==> src/rtl/nanorv32_fetch_buffer.sv <==
// Instruction prefetch buffer between the nanorv32 code port and a 1-cycle code RAM.
// Optional hit/miss counters are enabled by defining NANORV32_FETCH_BUF_STATS_EN.
module nanorv32_fetch_buffer #(
    parameter int AW       = 15,
    parameter int DEPTH    = 2,
    parameter int DATA_MSB = 31,
    parameter int ADDR_MSB = 31
) (
    input  logic              clk,
    input  logic              rst,
    input  logic [ADDR_MSB:0] cpu_codemem_addr,
    input  logic              cpu_codemem_req,
    output logic              codemem_cpu_ack,
    output logic [DATA_MSB:0] codemem_cpu_rdata,
    output logic [AW-3:0]     buf_mem_addr,
    output logic              buf_mem_en,
    input  logic [DATA_MSB:0] mem_buf_rdata,
    output logic              dbg_state
`ifdef NANORV32_FETCH_BUF_STATS_EN
    ,
    output logic [15:0]       hit_count,
    output logic [15:0]       miss_count
`endif
);
    // Handshake: the CPU holds req and addr until it sees ack (combinational, same cycle);
    // buf_mem_en is a read strobe whose data appears on mem_buf_rdata one cycle later.

    localparam int TW = AW - 2;
    localparam int PW = $clog2(DEPTH);
    localparam int CW = PW + 1;

    typedef enum logic {IDLE = 1'b0, STREAM = 1'b1} state_t;

    state_t              state_q, state_d;
    logic [TW-1:0]       fifo_tag_q  [DEPTH];
    logic [TW-1:0]       fifo_tag_d  [DEPTH];
    logic [DATA_MSB:0]   fifo_data_q [DEPTH];
    logic [DATA_MSB:0]   fifo_data_d [DEPTH];
    logic [PW-1:0]       rd_ptr_q, rd_ptr_d;
    logic [PW-1:0]       wr_ptr_q, wr_ptr_d;
    logic [CW-1:0]       count_q, count_d;
    logic                inflight_valid_q, inflight_valid_d;
    logic [TW-1:0]       inflight_tag_q, inflight_tag_d;
    logic [TW-1:0]       next_addr_q, next_addr_d;

    logic [TW-1:0]       req_tag;
    logic                fifo_empty;
    logic                head_valid;
    logic [TW-1:0]       head_tag;
    logic [DATA_MSB:0]   head_data;
    logic                hit;
    logic                miss;
    logic                pop_fifo;
    logic                bypass_take;
    logic                push;
    logic                issue;
    logic [CW:0]         level;
    logic                mem_en;
    logic [TW-1:0]       mem_addr;
    logic                unused_addr_bits;

    assign req_tag          = cpu_codemem_addr[AW-1:2];
    assign unused_addr_bits = ^{cpu_codemem_addr[ADDR_MSB:AW], cpu_codemem_addr[1:0]};

    always_comb begin
        state_d          = state_q;
        fifo_tag_d       = fifo_tag_q;
        fifo_data_d      = fifo_data_q;
        rd_ptr_d         = rd_ptr_q;
        wr_ptr_d         = wr_ptr_q;
        count_d          = count_q;
        inflight_valid_d = 1'b0;
        inflight_tag_d   = inflight_tag_q;
        next_addr_d      = next_addr_q;
        mem_en           = 1'b0;
        mem_addr         = '0;

        // The returning RAM word acts as the head when the FIFO is empty (bypass).
        fifo_empty = (count_q == '0);
        head_valid = !fifo_empty || inflight_valid_q;
        head_tag   = fifo_empty ? inflight_tag_q : fifo_tag_q[rd_ptr_q];
        head_data  = fifo_empty ? mem_buf_rdata  : fifo_data_q[rd_ptr_q];

        hit         = cpu_codemem_req && head_valid && (head_tag == req_tag);
        miss        = cpu_codemem_req && !hit;
        pop_fifo    = hit && !fifo_empty;
        bypass_take = hit && fifo_empty;
        push        = inflight_valid_q && !miss && !bypass_take;

        level = {1'b0, count_q} + {{CW{1'b0}}, inflight_valid_q} - {{CW{1'b0}}, hit};
        issue = (state_q == STREAM) && !miss && (level < (CW+1)'(DEPTH));

        if (miss) begin
            rd_ptr_d         = '0;
            wr_ptr_d         = '0;
            count_d          = '0;
            inflight_valid_d = 1'b1;
            inflight_tag_d   = req_tag;
            next_addr_d      = req_tag + 1'b1;
            state_d          = STREAM;
            mem_en           = 1'b1;
            mem_addr         = req_tag;
        end else begin
            if (push) begin
                fifo_tag_d[wr_ptr_q]  = inflight_tag_q;
                fifo_data_d[wr_ptr_q] = mem_buf_rdata;
                wr_ptr_d              = wr_ptr_q + 1'b1;
            end
            if (pop_fifo) begin
                rd_ptr_d = rd_ptr_q + 1'b1;
            end
            count_d = count_q + CW'(push) - CW'(pop_fifo);
            if (issue) begin
                inflight_valid_d = 1'b1;
                inflight_tag_d   = next_addr_q;
                next_addr_d      = next_addr_q + 1'b1;
                mem_en           = 1'b1;
                mem_addr         = next_addr_q;
            end
        end
    end

    always_ff @(posedge clk or posedge rst) begin
        if (rst) begin
            state_q          <= IDLE;
            rd_ptr_q         <= '0;
            wr_ptr_q         <= '0;
            count_q          <= '0;
            inflight_valid_q <= 1'b0;
            inflight_tag_q   <= '0;
            next_addr_q      <= '0;
            for (int i = 0; i < DEPTH; i++) begin
                fifo_tag_q[i]  <= '0;
                fifo_data_q[i] <= '0;
            end
        end else begin
            state_q          <= state_d;
            rd_ptr_q         <= rd_ptr_d;
            wr_ptr_q         <= wr_ptr_d;
            count_q          <= count_d;
            inflight_valid_q <= inflight_valid_d;
            inflight_tag_q   <= inflight_tag_d;
            next_addr_q      <= next_addr_d;
            fifo_tag_q       <= fifo_tag_d;
            fifo_data_q      <= fifo_data_d;
        end
    end

    assign codemem_cpu_ack   = hit;
    assign codemem_cpu_rdata = hit ? head_data : '0;
    assign buf_mem_en        = mem_en;
    assign buf_mem_addr      = mem_addr;
    assign dbg_state         = (state_q == STREAM);

    // The issue rule reserves a slot for every outstanding read, so this never fires.
    assert property (@(posedge clk) disable iff (rst)
        !(push && (count_q == CW'(DEPTH))))
        else $error("fetch buffer: returning word with FIFO full");

`ifdef NANORV32_FETCH_BUF_STATS_EN
    logic [15:0] hit_count_q, hit_count_d;
    logic [15:0] miss_count_q, miss_count_d;

    always_comb begin
        hit_count_d  = hit_count_q;
        miss_count_d = miss_count_q;
        if (hit && (hit_count_q != 16'hFFFF)) begin
            hit_count_d = hit_count_q + 16'd1;
        end
        if (miss && (miss_count_q != 16'hFFFF)) begin
            miss_count_d = miss_count_q + 16'd1;
        end
    end

    always_ff @(posedge clk or posedge rst) begin
        if (rst) begin
            hit_count_q  <= '0;
            miss_count_q <= '0;
        end else begin
            hit_count_q  <= hit_count_d;
            miss_count_q <= miss_count_d;
        end
    end

    assign hit_count  = hit_count_q;
    assign miss_count = miss_count_q;
`endif

endmodule
==> config.mk <==
export PLATFORM = sky130hd
export DESIGN_NAME = nanorv32_fetch_buffer
export DESIGN_NICKNAME = d
export VERILOG_FILES = /design/src/rtl/nanorv32_fetch_buffer.sv
export SDC_FILE = /design/constraint.sdc
export NUM_CORES = 1
export LEC_CHECK = 0
export ABC_AREA = 1
export BUFFER_PORTS_ARGS = -buffer_cell sky130_fd_sc_hd__buf_2
export CAP_MARGIN = 20
export CORE_ASPECT_RATIO = 0.9
export CORE_MARGIN = 2
export CORE_UTILIZATION = 55
export CTS_CLUSTER_SIZE = 24
export DETAILED_ROUTE_END_ITERATION = 6
export PLACE_DENSITY_LB_ADDON = 0.25
export RECOVER_POWER = 100
export SLEW_MARGIN = 20
export SYNTH_ARGS = -nofsm -noshare
export SYNTH_HDL_FRONTEND = slang
export SYNTH_SLANG_ARGS = --single-unit
==> constraint.sdc <==
create_clock -name clk -period 8.8 [get_ports clk]
set_input_delay 1.32 -clock clk [delete_from_list [all_inputs] [get_ports clk]]
set_output_delay 1.32 -clock clk [all_outputs]
set_load 0.01 [all_outputs]
## Word level (Yosys, flattened, before mapping)

Index checks and enable logic that the tools add are counted.

- Add/sub/neg operators: 8
- Multiply operators: 0
- Divide/modulo/power cells: 0
- Magnitude comparators: 4
- Eq/ne operators: 1
- Shift-type cells: 0
- Multiplexer cells: 28
- Bitwise gates (word level): 3
- Reductions and logical operators: 20

Operators with widths:

| kind | number |
|---|---|
| two-way mux 32 bit | 6 |
| two-way mux 13 bit | 11 |
| bitwise mux 64 bit | 1 |
| demux 32 bit (select 1 bit) | 1 |
| adder 13 x 1 -> 13 bit, second input constant | 2 |
| bitwise mux 26 bit | 1 |
| demux 13 bit (select 1 bit) | 1 |
| equality test 13 bit | 1 |
| logical AND 1 bit | 10 |
| two-way mux 1 bit | 6 |
| nonzero test 2 bit | 3 |
| >= comparator 2 bit, second input constant | 2 |
| logical NOT 1 bit | 4 |
| NOT 1 -> 2 bit | 2 |
| adder 2 x 1 -> 3 bit | 1 |
| less-than comparator 3 x 2 -> 1 bit, second input constant | 1 |
| subtractor 3 x 1 -> 3 bit | 1 |
| adder 1 bit, second input constant | 2 |
| adder 2 x 1 -> 2 bit | 1 |
| logical NOT 2 bit | 1 |
| less-than comparator 2 x 1 -> 1 bit, second input constant | 1 |
| two-way mux 2 bit | 1 |
| AND reduction 2 bit | 1 |
| subtractor 2 x 1 -> 2 bit | 1 |
| other kinds (2) | 2 |

- Register bits: 122
- Bits in latches: 0
- Memory bits (writable): 0
- ROM bits: 0
- Bits of input ports: 67
- Output and inout port bits: 48
- Memories: 0

## Longest topological paths before layout

- Depth after elaboration: 15
- Depth in mapped cells: 25
- Mapped depth without buffers: 23

## Least setup slack after synthesis

No wires, ideal clock.

- Kind: input -> output
- Start point: in cpu_codemem_addr[12]
- End point: out buf_mem_addr[1]
- Arrival time: 4.698 ns
- Required time: 7.480 ns
- Path slack: 2.782 ns
- Stages: 18
- Path buffers: 2
- Cells stage by stage: inv_1 > nand3_1 > nand2_1 > nor3b_1 > nand4_1 > nor4_1 > nand2_1 > inv_1 > clkbuf_1 > ha_1 > or2_2 > fa_1 > inv_1 > or4_1 > nand2_1 > clkbuf_1 > nand2_1 > inv_1

- Word-level cells in the longest chain between the ends: 9
- Elaborated cells between the ends (all ways): 11
- Classes of those cells: add/sub: 1; order compare: 1; eq/ne: 1; mux: 2; reduce/logical: 6

Ends and longest elaborated chain:

| what | RTL line | source |
|---|---|---|
| start: declaration | 11 | `input logic [ADDR_MSB:0] cpu_codemem_addr,` |
| equality test 13 bit (*) | 84 | `hit = cpu_codemem_req && head_valid && (head_tag == req_tag);` |
| logical AND 1 bit (*) | 84 |  |
| net codemem_cpu_ack | 13 | `output logic codemem_cpu_ack,` |
| parallel branches: the longest is 6 deep, another holds subtractor 3 x 1 -> 3 bit | - |  |
| two-way mux 13 bit (*) | 93 | `if (miss) begin` |
| end: declaration | 15 | `output logic [AW-3:0] buf_mem_addr,` |

Mark *: on every way through the listed nets, which the timed path passes.

## Final worst setup path

- Start point: reg rd_ptr_q
- End point: out buf_mem_addr[12]

- Word-level cells in the longest chain between the ends: 14
- Elaborated cells between the ends (all ways): 16
- Classes of those cells: add/sub: 1; order compare: 1; eq/ne: 1; mux: 6; bitwise: 1; reduce/logical: 6

Ends and longest elaborated chain:

| what | RTL line | source |
|---|---|---|
| start: declaration | 39 | `logic [PW-1:0] rd_ptr_q, rd_ptr_d;` |
| start signal: assignment | 138 | `rd_ptr_q <= rd_ptr_d;` |
| NOT 1 -> 2 bit (not written as such) (*) | 81 | `head_tag = fifo_empty ? inflight_tag_q : fifo_tag_q[rd_ptr_q];` |
| two-way mux 13 bit (not written as such) (*) (3 in series) | 81 |  |
| two-way mux 13 bit (*) | 81 |  |
| equality test 13 bit (*) | 84 |  |
| logical AND 1 bit (*) | 84 |  |
| parallel branches: the longest is 6 deep, another holds subtractor 3 x 1 -> 3 bit | - |  |
| two-way mux 13 bit (*) | 93 |  |

Every way passes the cells marked *. The select of a mux whose other input is x is not followed.

==> metrics.csv <==
metric;value;unit
status;finished, violations left;
failed_checks;max-capacitance violations, max-slew violations;
ant_nets;0;
path_common_cell;nand2_1;
postSynthRegisterBits;122;
synth_area_leader_cell;dfrtp_1;
switching_power;0.850;mW
grt_remaining_overflow;0;
async_flop_share;100;%
syn-num-nets;901;
fp.dieArea;13000;um^2
cts_setup_buffers;0;
required;7.48;ns
fp.coreArea;11900;um^2
rsz0062_at_grt;false;
dp.cells;1046;
pwr-share-clk;30.5;%
postSynthCellCount;829;
intPower;1.58;mW
root_buffer;clkbuf_16;
grt_usage;25.9;%
timing.rr.end;fifo_data_q[62]$_DFFE_PP0P_;
cts-htree-levels;4;
period_minus_slack;7.94;ns
synth_cell_type_count;35;
path_buf_inv;8;
drtIter0Drc;381;
cts_buffers;17;
worstPathCellList;inv_2 -> buf_4 -> nand2_1 -> nand2_1 -> nand2_1 -> nand3_1 -> nand2_1 -> nor4_1 -> nand2_1 -> inv_1 -> buf_4 -> ha_1 -> or2_2 -> fa_1 -> inv_1 -> or4_1 -> nand2_1 -> clkbuf_1 -> nand2_1 -> inv_1 -> clkbuf_1;
cts_repair_resize_count;0;
ys.flop_type;dfrtp_1;
postLayoutSetupSlackWorst;0.857;ns
synth.avg_cell_area;8.03;um^2
cts.sinks;122;
vias;5732;
layoutNonFillerInstCount;1078;
routabilityCongestion;0.850;
slowest_delay;0.64;ns
fin_crit_sh;90.3;%
setup_viol;0;
yosysWarnings;0;
synth_top_area_share;45.9;%
pin_count;115;
finClkSkew;0.0123;ns
drive_above_1_share;12.9;%
dp_slack;1.44;ns
finalSetupTns;0;ns
cts_tree;done;
area_growth;14.7;%
whs_endpoint;next_addr_q[9]$_DFFE_PP0P_;
reg2reg_from;rd_ptr_q$_DFFE_PP0P_;
ctsHoldBuffers;0;
power;2.43;mW
combPwrFrac;30.7;%
finalHoldViolCount;0;
viasPerCell;5.32;
drv_cap;6;
worst-setup-path-type;reg -> out;
hold-path-cell-count;2;
cp_slowest_cell;dfrtp_1;
rr_worst_depth;16;
place_hpwl;10.2;mm
die_w;120;um
peakVddDrop;0.000173;V
drcViolationCount;0;
tightest_slew;3.09;ns
clkLatencyLatePin;0.42;ns
row_count;38;
fillers;1092;
p_sw_share;34.9;%
grt_pass1_wl;26.3;mm
slew_headroom;-106;%
syn_area;6660;um^2
wl_per_cell;14.8;um
synth.area.top_cells;dfrtp_1 (46%), nand2_1 (14%), nand3_1 (6.4%);
dr.pass1.iters;5;
synth_edf_count;0;
crit_arrival;6.62;ns
end_kind;output port;
antenna_cells;0;
leakagePower;3.88;nW
critPathTopFamily;simple AND/OR/NAND/NOR gates;
ys_seq_area_share;45.9;%
antenna_found_initial;0;
port_buffers;95;
synth.most_common_cell;nand2_1;
cp_max_fo;44;
clk_pin_slew;0.05;ns
fmax;126;MHz
cts_buffer_depth;2;
sequentialPowerShare;38.8;%
maxSlewViolCount;307;
synthTopCellsByCount;nand2_1 (249), dfrtp_1 (122), nand3_1 (85), inv_1 (82), nor2_1 (48);
min-delay-path-class;reg -> reg;
grt_max_degree;64;
grt_pass1_vias;5393;
power_density;318;nW/um^2
hold_start;next_addr_q[9]$_DFFE_PP0P_;
die_y;108;um
r2r_slack;1.16;ns
totalWireLength;16.0;mm
startpoint;rd_ptr_q$_DFFE_PP0P_;
final_nets;977;
start_util;55.8;%
startpoint_type;flip-flop;
area by class of cell:
| type | count | area [um^2] | area share [%] |
|---|---|---|---|
| clock buffers | 18 | 439 | 5.75 |
| clock inverters | 14 | 198 | 2.59 |
| inverters | 85 | 320 | 4.19 |
| repair buffers | 103 | 459 | 6.01 |
| flip-flops and latches | 122 | 3050 | 40.0 |
| well taps | 160 | 200 | 2.62 |
| multi-input cells | 576 | 2970 | 38.9 |
tightest hold or removal path, delay by kind of cell (launching register included):
kind             cells  cell delay [ns]
DFF                  1             0.34
and+or+nand+nor      2             0.10
kinds of logic (layout without fill, tap and decap cells):
family	after synthesis	count (layout)	share of synthesized area, %
DFF	122	122	45.9
AOI/OAI and AO/OA	128	128	11.5
xor gates and xnor gates	3	3	0.395
muxes	38	38	7.39
adders and majority gates	5	5	1.05
buffers and inverters	131	220	8.57
and+or+nand+nor	402	402	25.2
per-layer routing:
| metal | share of wire, % | global-route usage [%] | vias to the layer above |
|---|---|---|---|
| met1 | 47 | 35.9 | 2719 |
| met4 | 0.72 | 7.31 | 0 |
| met3 | 6.0 | 6.86 | 8 |
| li1 | - | - | 2855 |
| met5 | 0 | 0 | - |
| met2 | 46 | 40.5 | 150 |
registers in the layout (all words and copies together), names as in the netlist, 2 cells and up:
signal / flops
next_addr_q: 13
count_q: 2
inflight_tag_q: 13
fifo_data_q: 64
fifo_tag_q: 26
power groups by stage:
stage	clock [mW]	combinational [mW]	sequential (mW)
after global routing	0.777	0.861	0.974
after floorplan	0	0.628	0.919
final	0.743	0.745	0.944
after detailed placement	0	0.780	0.949
after CTS	0.750	0.791	0.946
after global placement	0	0.761	0.941
cell usage in the layout (no fill, tap or decap), types with 28 or more instances in the layout:
cell type  instances
o21ai_0           53
nor2_1            46
o211ai_1          35
nand2_1          250
buf_2             49
nand3_1           85
inv_1             81
dfrtp_1          122
a21oi_1           28
clkbuf_1          51
per-stage QoR:
step                cell area (um^2)  util [%]  hold slack [ns]
floorplan                       6660         -            0.442
global placement                7170      60.1            0.463
detailed placement              7170      60.1            0.467
CTS                             7800      65.4            0.482
global route                    7640      64.0            0.495
finish                          7640      64.0            0.477
worst max-delay path by stage:
stage / end / slack [ns] / cells after the start
after global routing: buf_mem_addr[12] / 0.36 / 21
after detailed placement: buf_mem_addr[9] / 1.44 / 20
final: buf_mem_addr[12] / 0.86 / 21
after CTS: buf_mem_addr[9] / 0.96 / 20
after floorplan: buf_mem_addr[1] / 2.78 / 18
after global placement: buf_mem_addr[9] / 1.47 / 20
(Power assumes the default switching activity.)
